File: src/rtl/lpif_tx_concat_param.sv
// LPIF TX concatenator: FIFO-buffered logic-link words packed into NUM_CH PHY
// channels with strobe/marker bits. Optional LPIF_TX_UNDERRUN_CNT_EN adds tx_underrun_cnt.

module lpif_tx_ch_pack #(
  parameter int CH_WIDTH = 80,
  parameter int STB_LOC  = 1,
  parameter int MRK_LOC  = 77
) (
  input  logic [CH_WIDTH-4:0] pl,
  input  logic                stb,
  input  logic                mrk,
  output logic [CH_WIDTH-1:0] word
);
  // Payload fills every bit except strobe, marker and the MSB, in ascending order.
  for (genvar b = 0; b < CH_WIDTH; b++) begin : g_bit
    if (b == STB_LOC) begin : g_stb
      assign word[b] = stb;
    end else if (b == MRK_LOC) begin : g_mrk
      assign word[b] = mrk;
    end else if (b == CH_WIDTH-1) begin : g_msb
      assign word[b] = 1'b0;
    end else begin : g_pl
      assign word[b] = pl[b - ((b > STB_LOC) ? 1 : 0) - ((b > MRK_LOC) ? 1 : 0)];
    end
  end
endmodule

module lpif_tx_concat_param #(
  parameter int NUM_CH      = 1,
  parameter int CH_WIDTH    = 80,
  parameter int STB_LOC     = 1,
  parameter int MRK_LOC     = 77,
  parameter int MRK_PERIOD  = 4,
  parameter int ALIGN_BEATS = 16,
  parameter int FIFO_DEPTH  = 4,
  localparam int USR_W      = CH_WIDTH-3,
  localparam int DW         = NUM_CH*USR_W
) (
  input  logic                       clk_wr,
  input  logic                       rst_wr,
  input  logic                       tx_online,
  input  logic                       tx_pause,
  input  logic [DW-1:0]              tx_data,
  input  logic                       tx_data_vld,
  output logic                       tx_data_rdy,
  output logic [NUM_CH*CH_WIDTH-1:0] tx_phy,
  output logic                       tx_aligned,
`ifdef LPIF_TX_UNDERRUN_CNT_EN
  output logic [15:0]                tx_underrun_cnt,
`endif
  output logic                       tx_fifo_empty
);
  localparam int PW = NUM_CH*CH_WIDTH;
  localparam int AW = $clog2(FIFO_DEPTH);
  localparam int BW = $clog2(MRK_PERIOD);
  localparam int CW = $clog2(ALIGN_BEATS+1);
  localparam logic [BW-1:0] MRK_LAST = BW'(MRK_PERIOD-1);
  localparam logic [CW-1:0] ALN_LAST = CW'(ALIGN_BEATS-1);

  localparam logic [1:0] ST_OFF = 2'd0;
  localparam logic [1:0] ST_ALN = 2'd1;
  localparam logic [1:0] ST_ACT = 2'd2;

  logic [1:0]    state_q, state_d;
  logic [AW:0]   wr_ptr_q, wr_ptr_d, rd_ptr_q, rd_ptr_d;
  logic [BW-1:0] beat_cnt_q, beat_cnt_d;
  logic [CW-1:0] aln_cnt_q, aln_cnt_d;
  logic [PW-1:0] phy_q, phy_d;
  logic [DW-1:0] mem_q [FIFO_DEPTH];

  logic          empty, full, beat, push, pop;
  logic [DW-1:0] payload;
  logic [NUM_CH-1:0][USR_W-1:0]    pl_ch;
  logic [NUM_CH-1:0][CH_WIDTH-1:0] word_ch;

  assign empty = (wr_ptr_q == rd_ptr_q);
  assign full  = (wr_ptr_q[AW] != rd_ptr_q[AW]) && (wr_ptr_q[AW-1:0] == rd_ptr_q[AW-1:0]);
  assign beat  = (state_q != ST_OFF) && !tx_pause;
  assign push  = tx_data_vld && tx_data_rdy;
  assign pop   = beat && (state_q == ST_ACT) && !empty;

  assign tx_data_rdy   = (state_q != ST_OFF) && !full;
  assign tx_aligned    = (state_q == ST_ACT);
  assign tx_fifo_empty = empty;
  assign tx_phy        = phy_q;

  assign payload = (state_q == ST_ACT && !empty) ? mem_q[rd_ptr_q[AW-1:0]] : '0;
  assign pl_ch   = payload;

  for (genvar c = 0; c < NUM_CH; c++) begin : g_ch
    lpif_tx_ch_pack #(.CH_WIDTH(CH_WIDTH), .STB_LOC(STB_LOC), .MRK_LOC(MRK_LOC)) u_pack (
      .pl  (pl_ch[c]),
      .stb (beat_cnt_q == '0),
      .mrk (beat_cnt_q == MRK_LAST),
      .word(word_ch[c])
    );
  end

  always_comb begin
    state_d    = state_q;
    wr_ptr_d   = wr_ptr_q;
    rd_ptr_d   = rd_ptr_q;
    beat_cnt_d = beat_cnt_q;
    aln_cnt_d  = aln_cnt_q;
    phy_d      = phy_q;
    if (push) wr_ptr_d = wr_ptr_q + 1'b1;
    if (pop)  rd_ptr_d = rd_ptr_q + 1'b1;
    if (beat) begin
      phy_d      = word_ch;
      beat_cnt_d = beat_cnt_q + 1'b1;
    end
    case (state_q)
      ST_OFF: if (tx_online) begin
        state_d   = ST_ALN;
        aln_cnt_d = '0;
      end
      ST_ALN: if (beat) begin
        aln_cnt_d = aln_cnt_q + 1'b1;
        if (aln_cnt_q == ALN_LAST) state_d = ST_ACT;
      end
      default: ;
    endcase
    // Dropping the link overrides everything and flushes queued words.
    if (!tx_online) begin
      state_d    = ST_OFF;
      wr_ptr_d   = '0;
      rd_ptr_d   = '0;
      beat_cnt_d = '0;
      aln_cnt_d  = '0;
      phy_d      = '0;
    end
  end

  always_ff @(posedge clk_wr or posedge rst_wr) begin
    if (rst_wr) begin
      state_q    <= ST_OFF;
      wr_ptr_q   <= '0;
      rd_ptr_q   <= '0;
      beat_cnt_q <= '0;
      aln_cnt_q  <= '0;
      phy_q      <= '0;
    end else begin
      state_q    <= state_d;
      wr_ptr_q   <= wr_ptr_d;
      rd_ptr_q   <= rd_ptr_d;
      beat_cnt_q <= beat_cnt_d;
      aln_cnt_q  <= aln_cnt_d;
      phy_q      <= phy_d;
    end
  end

  // Storage needs no reset: pointers alone define validity.
  always_ff @(posedge clk_wr) begin
    if (push) mem_q[wr_ptr_q[AW-1:0]] <= tx_data;
  end

`ifdef LPIF_TX_UNDERRUN_CNT_EN
  logic [15:0] und_cnt_q, und_cnt_d;

  always_comb begin
    und_cnt_d = und_cnt_q;
    if (beat && state_q == ST_ACT && empty && und_cnt_q != 16'hFFFF)
      und_cnt_d = und_cnt_q + 16'd1;
    if (!tx_online || state_q == ST_OFF) und_cnt_d = '0;
  end

  always_ff @(posedge clk_wr or posedge rst_wr) begin
    if (rst_wr) und_cnt_q <= '0;
    else        und_cnt_q <= und_cnt_d;
  end

  assign tx_underrun_cnt = und_cnt_q;
`endif
endmodule
File: config.mk
export PLATFORM = sky130hd
export DESIGN_NAME = lpif_tx_concat_param
export DESIGN_NICKNAME = d
export VERILOG_FILES = /design/src/rtl/lpif_tx_concat_param.sv
export SDC_FILE = /design/constraint.sdc
export NUM_CORES = 1
export LEC_CHECK = 0
export CORE_ASPECT_RATIO = 0.5
export CORE_MARGIN = 1.5
export CORE_UTILIZATION = 45
export DETAILED_ROUTE_END_ITERATION = 6
export PLACE_DENSITY_LB_ADDON = 0.2
export SLEW_MARGIN = 5
export SYNTH_ARGS = -nofsm -noshare
export SYNTH_HDL_FRONTEND = slang
export SYNTH_HIERARCHICAL = 1
export SYNTH_SLANG_ARGS = --single-unit
export TNS_END_PERCENT = 1
File: constraint.sdc
create_clock -name clk_wr -period 3.3 [get_ports clk_wr]
set_input_delay 0.495 -clock clk_wr [delete_from_list [all_inputs] [get_ports clk_wr]]
set_output_delay 0.495 -clock clk_wr [all_outputs]
set_load 0.03 [all_outputs]
==> summary.md, run 1 <==
| Metric | Value |
|---|---|
| Core footprint | 0.0347 mm² |
| Clock Tree Buf Depth | 3 |
| Final Slew Violations | 0 |
| Hold_ws | around 0.42 ns |
| Vias in the first global route | 8493 |
| HPWL after DPL | between 15000 and 20000 µm |
| Routed vias | 7773 |
| Synth warn | 6 |
| Final Wtd Congestion | approximately 0.74 |
| Clock tree sinks | approximately 400 |
| Fin worst setup slack | slightly below 0.5 ns |
| Average size of a mapped cell | 18.8 µm² |
| Achievable frequency | 355 MHz |
| LEAKAGE | 0.00648 µW |
| Sequential area share after synthesis | about 73% |
| Routed WL per cell | around 22 µm |
| Root Buffer | clkbuf_16 |
| Worst EP required | around 2.8 ns |
| Syn_nets | 938 |
| Largest net degree at the start of global routing | 81 |
| Nets | between 1000 and 1500 |
| Place WS | between 0.7 and 0.8 ns |
| Core Util, Final | 54.8% |
| Post-route ant nets | 0 |
| Layout Skew | 0.0141 ns |
| R2R Setup Slk | 0.92 ns |
| Inserted Clock Buffers | 37 |
| TritonCTS clock tree | done |
| Synthesized netlist cell count | 847 |
| Area leader, netlist | edfxtp_1 |
| # IOs | 165 |
| Critical path cell sequence | xnor2_1, a31oi_1, clkdlybuf4s50_1 |
| Die extent in y | approximately 140 µm |
| Max-cap violations | 0 |
| Post-synth EDFFs | 308 |
| Die width | 269 µm |
| Post-cts resize count | 0 |
| #FFs+latches synth | 403 |
| Max-slew headroom | 22.4% |
| Post-CTS setup buffers | 0 |
| Reg-to-Reg End | tx_phy[40]$_DFFE_PP0P_ |
| Post-CTS Hold Fix Bufs | 0 |
| GRT overflow | 0 |
| Synth top cells by count | edfxtp_1, dfrtp_1, a22o_1, buf_4 |
| CP top delay family | buffers and inverters |
| Worst reg2reg path depth | 4 |
| Tmin final | 2.82 ns |
| Crit path buffers/inverters | 1 |
| Clk_lat worst skew | 0.53 ns |
| GRT Overall Usage | a little under a fifth |
| Worst-path clk slew | 0.07 ns |
| Cell area after synthesis | 0.0159 mm² |
| Initial antenna violation count | 0 |
| Synth unique cells | 37 |
| R2R Path Start | rd_ptr_q[1]$_DFFE_PP0P_ |
| Final wirelength | about 32000 µm |
| Maximum VDD drop | 0.000257 V |
| Synth top area share | 58.1% |
| Crit path capture type | output pin |
| Final number of setup-violating endpoints | 0 |
| Number of port buffers | 164 |
| Drt first pass iters | 4 |
| Crit Path Class | flop to output pin |
| HP Class | input pin to asynchronous set/reset pin |
| Cell Count, Final, Fillers Out | 1452 |
| Routed vias/inst | 5.35 |
| Top-count cell post-synth | edfxtp_1 |
| Ant diodes | 0 |
| Worst Tran Pin Value | 1.16 ns |
| DR iter-0 viols | 518 |
| Placed insts | 1384 |
| Crit path max-delay cell type | clkdlybuf4s50_1 |
| Die area | 0.0366 mm² |
| CTS HTree Levels | 2 |
| Area added between synthesis and finish | 19.2% |
| Initial Utilization | 45.9% |
| Final period utilization | approximately 85% |
| CP arrival | 2.32 ns |
| Synth top area cells | edfxtp_1, dfrtp_1, mux4_2 |
| FFs w/ async S/R, synth | 23.6% |
| Power Density | between 500 and 600 mW/mm² |
| Share of cells above drive strength 1 | between 10% and 20% |
| # DRC | 0 |
| Startpoint types | flop |
| Status | finished, final reports clean |
| Max Fanout on Critical Path | 10 |
| FP Rows | 48 |
| Top FF cell, synth | edfxtp_1 |
| Fin. Hold Viols | 0 |
| Unrepaired setup endpoints after global routing | false |
| Slowest stage delay, CP | about 0.73 ns |
| First-pass GRT wire length | ~50000 µm |
-- cell families (layout without fill, tap and decap cells) --
logic type	Yosys count	after routing	synth area share, %
mux	80	80	11.1
buf+inv	136	266	5.30
fa+ha+maj	9	9	0.708
simple gates	111	111	4.19
compound gates	101	101	5.28
flops	403	403	73.1
other cells	1	1	0.0236
xor+xnor	6	6	0.330
-- area by class of cell --
type | count | area [µm²]
Tap cell | 475 | 594
Fill cell | 2649 | 15700
Inverter | 9 | 36.3
Sequential cell | 403 | 11600
Clock inverter | 23 | 230
Timing Repair Buffer | 189 | 2000
Multi-Input combinational cell | 308 | 3470
Clock buffer | 45 | 1010
-- layout by cell type (no fill, tap or decap), types with 3 or more instances in the layout --
cell / count
a21oi_1: 4
a22o_1: 82
a22oi_1: 3
and2_4: 4
and3_1: 3
buf_12: 14
buf_4: 11
bufinv_16: 4
clkbuf_1: 5
clkbuf_16: 39
clkdlybuf4s50_1: 164
clkinv_1: 3
clkinv_2: 10
clkinvlp_4: 3
dfrtp_1: 93
edfxtp_1: 308
ha_1: 9
inv_1: 8
mux4_2: 77
nand2_1: 5
nor2_1: 10
nor2b_1: 77
o21ai_0: 4
xnor2_1: 5
-- routing by layer --
metal / part of all wire, % / routed length, µm / GRT usage, % / up-vias
li1: - / - / - / 3425
met1: 43 / 13900 / 24.2 / 4154
met2: 51 / 16600 / 31.7 / 146
met3: 3.5 / 1120 / 2.97 / 48
met4: 2.0 / 660 / 4.99 / 0
met5: 0 / 0 / 0 / -
-- state kept, by name, indices dropped and copies added (netlist names) --
signal,count
tx_phy,80
mem_q,308
beat_cnt_q,2
wr_ptr_q,3
state_q,2
rd_ptr_q,3
aln_cnt_q,5
-- power breakdown --
part | switching (µW) | total, µW | internal, µW
logic | 219 | 407 | 188
clock network | 1850 | 4360 | 2510
registers | 24.3 | 5590 | 5570
-- worst max path at each step --
stage	start	end	slack [ns]	cells after the start
2_1_floorplan	rd_ptr_q[1]$_DFFE_PP0P_	mem_q[1][0]$_DFFE_PP_	-0.11	4
3_3_place_gp	tx_online	tx_phy[63]$_DFFE_PP0P_	0.84	5
3_5_place_dp	tx_online	tx_phy[4]$_DFFE_PP0P_	0.76	5
4_1_cts	rd_ptr_q[1]$_DFFE_PP0P_	tx_fifo_empty	0.46	3
5_1_grt	rd_ptr_q[1]$_DFFE_PP0P_	tx_fifo_empty	0.38	3
6_report	rd_ptr_q[1]$_DFFE_PP0P_	tx_data_rdy	0.48	3
-- per-stage QoR --
step / total power, µW / TNS, ns / area [µm²]
2_1_floorplan: 5870 / -25.29 / 15900
3_3_place_gp: 6100 / 0 / 17700
3_5_place_dp: 6110 / 0 / 17700
4_1_cts: 10500 / 0 / 19000
5_1_grt: 10700 / 0 / 19000
6_report: 10400 / 0 / 19000
(Power assumes the default switching activity.)
==> inputs of run 2 (changes only) <==
- CAP_MARGIN: default -> 0
==> results of run 2 <==
The final DEF is identical to that of run 1; final timing and power are the same.
==> inputs of run 3 (changes only) <==
--- a/config.mk
+++ b/config.mk
@@ -9,3 +9,3 @@
 export CORE_ASPECT_RATIO = 0.5
-export CORE_MARGIN = 1.5
+export CORE_MARGIN = 10
 export CORE_UTILIZATION = 45
==> constraint.sdc (replaced) <==
create_clock -name clk_wr -period 3.3 [get_ports clk_wr]
set_input_delay 0.66 -clock clk_wr [delete_from_list [all_inputs] [get_ports clk_wr]]
set_output_delay 0.66 -clock clk_wr [all_outputs]
set_load 0.03 [all_outputs]
==> summary.md, run 3 (same netlist as run 1, synthesis figures left out) <==
| Metric | Value |
|---|---|
| Placed insts | 1385 |
| Crit path capture type | output pin |
| CTS HTree Levels | 2 |
| Worst EP required | 2.64 ns |
| Max Fanout on Critical Path | 4 |
| Post-CTS Hold Fix Bufs | 0 |
| Crit Path Class | flop to output pin |
| FP Rows | 48 |
| Final number of setup-violating endpoints | 0 |
| Crit path max-delay cell type | clkdlybuf4s50_1 |
| Final period utilization | between 80% and 90% |
| # IOs | 165 |
| HP Class | flop to flop |
| Worst Tran Pin Value | 0.709 ns |
| Max reg flops | 308 |
| Clock tree sinks | 403 |
| DR iter-0 viols | around 580 |
| Die area | 0.0437 mm² |
| TritonCTS clock tree | done |
| Cell Count, Final, Fillers Out | roughly 1500 |
| First-pass GRT wire length | between 50000 and 60000 µm |
| Root Buffer | clkbuf_16 |
| Inserted Clock Buffers | 37 |
| Drt first pass iters | 4 |
| GRT Overall Usage | 15.1% |
| HPWL after DPL | approximately 19000 µm |
| Layout Skew | 0.0203 ns |
| Vias in the first global route | 8272 |
| Share of cells above drive strength 1 | 17.8% |
| Nets | 1040 |
| CP arrival | 2.26 ns |
| Core footprint | 0.0347 mm² |
| Post-CTS setup buffers | 0 |
| Status | finished, final reports clean |
| Startpoint types | flop |
| Fin. Hold Viols | 0 |
| Post-cts resize count | 0 |
| Final wirelength | 32700 µm |
| Tmin final | 2.92 ns |
| Unrepaired setup endpoints after global routing | false |
| Die extent in y | 153 µm |
| Slowest stage delay, CP | approximately 0.72 ns |
| Achievable frequency | 343 MHz |
| Die width | 286 µm |
| GRT overflow | 0 |
| Routed vias | about 7700 |
| Clock Tree Buf Depth | 3 |
| Area added between synthesis and finish | 19.2% |
| Worst-path clk slew | 0.06 ns |
| Initial antenna violation count | 4 |
| Critical path cell sequence | xnor2_1, and3_1, clkdlybuf4s50_1 |
| Largest net degree at the start of global routing | 82 |
| Routed WL per cell | approximately 22 µm |
| Most common cell after layout, fill and taps aside | edfxtp_1 |
| Max-cap violations | 0 |
| Most frequent cells in the layout | edfxtp_1, clkdlybuf4s50_1, dfrtp_1 |
| Final Slew Violations | 0 |
| # DRC | 0 |
| Maximum VDD drop | 0.000285 V |
| Clk_lat worst skew | 0.54 ns |
| Post-route setup TNS | 0 ns |
| Initial Utilization | 45.9% |
| Power Density | 543 mW/mm² |
| Max-slew headroom | 52.8% |
| Post-route ant nets | 0 |
| LEAKAGE | approximately 0.0065 µW |
| Final Wtd Congestion | between 0.6 and 0.7 |
| Routed vias/inst | around 5.3 |
| Number of port buffers | around 160 |
-- run 3: cell types whose count changed in the layout (fill, tap and decap cells not counted) --
cell,previous run,this run
buf_12,14,13
buf_4,11,13
bufinv_16,4,3
clkbuf_8,1,3
clkinv_1,3,4
clkinv_2,10,12
clkinv_4,2,0
clkinv_8,0,1
clkinvlp_4,3,0
diode_2,0,3
-- run 3: per-stage QoR --
stage / setup slack, ns / area, µm² / power (µW) / hold slack, ns / util, %
floorplan: -0.126 / 15900 / 5870 / 0.497 / -
global placement: 0.574 / 17700 / 6090 / 0.486 / 51.2
detailed placement: 0.635 / 17700 / 6110 / 0.490 / 51.2
CTS: 0.330 / 19000 / 10400 / 0.508 / 54.7
global route: 0.214 / 19000 / 10700 / 0.514 / 54.7
finish: 0.383 / 19000 / 10300 / 0.500 / 54.7
-- run 3: final cells by class --
class,instances,area (µm²)
diodes,3,7.51
well taps,475,594
multi-input cells,308,3470
repair buffers,190,2000
flip-flops and latches,403,11600
clock buffers,47,1040
clock inverters,21,190
fillers,2647,15700
inverters,9,36.3
-- run 3: power breakdown --
| part | switching (µW) | total, µW | internal (µW) |
|---|---|---|---|
| sequential | 24.2 | 5590 | 5570 |
| clock | 1830 | 4300 | 2470 |
| combinational | 215 | 402 | 188 |
| total | 2070 | 10300 | 8230 |
-- run 3: path summary, 6_finish.rpt --
kind                                          from                      to  slack [ns]  depth (start not counted)
max                        rd_ptr_q[1]$_DFFE_PP0P_           tx_fifo_empty        0.38                          3
min in group asynchronous                   rst_wr  tx_phy[20]$_DFFE_PP0P_        0.60                          2
max in group asynchronous                   rst_wr  tx_phy[69]$_DFFE_PP0P_        1.93                          3
max reg2reg                rd_ptr_q[1]$_DFFE_PP0P_  tx_phy[78]$_DFFE_PP0P_        0.78                          5
min reg2reg                 tx_phy[24]$_DFFE_PP0P_  tx_phy[24]$_DFFE_PP0P_        0.50                          1
min                         tx_phy[24]$_DFFE_PP0P_  tx_phy[24]$_DFFE_PP0P_        0.50                          1
-- run 3: routing by layer --
metal | up-vias | GRT usage, % | part of all wire (%) | wire length [µm]
met5 | - | 0 | 0.037 | 12
met4 | 2 | 4.62 | 2.3 | 743
met3 | 52 | 2.97 | 3.8 | 1250
met2 | 126 | 26.0 | 52 | 17100
met1 | 4075 | 19.0 | 42 | 13700
li1 | 3434 | - | - | -
-- run 3: critical path, delay by kind of cell (launching register included) --
kind,cells,cell delay [ns]
buffers and inverters,1,0.72
DFF,1,0.47
xor gates and xnor gates,1,0.29
and+or+nand+nor,1,0.25
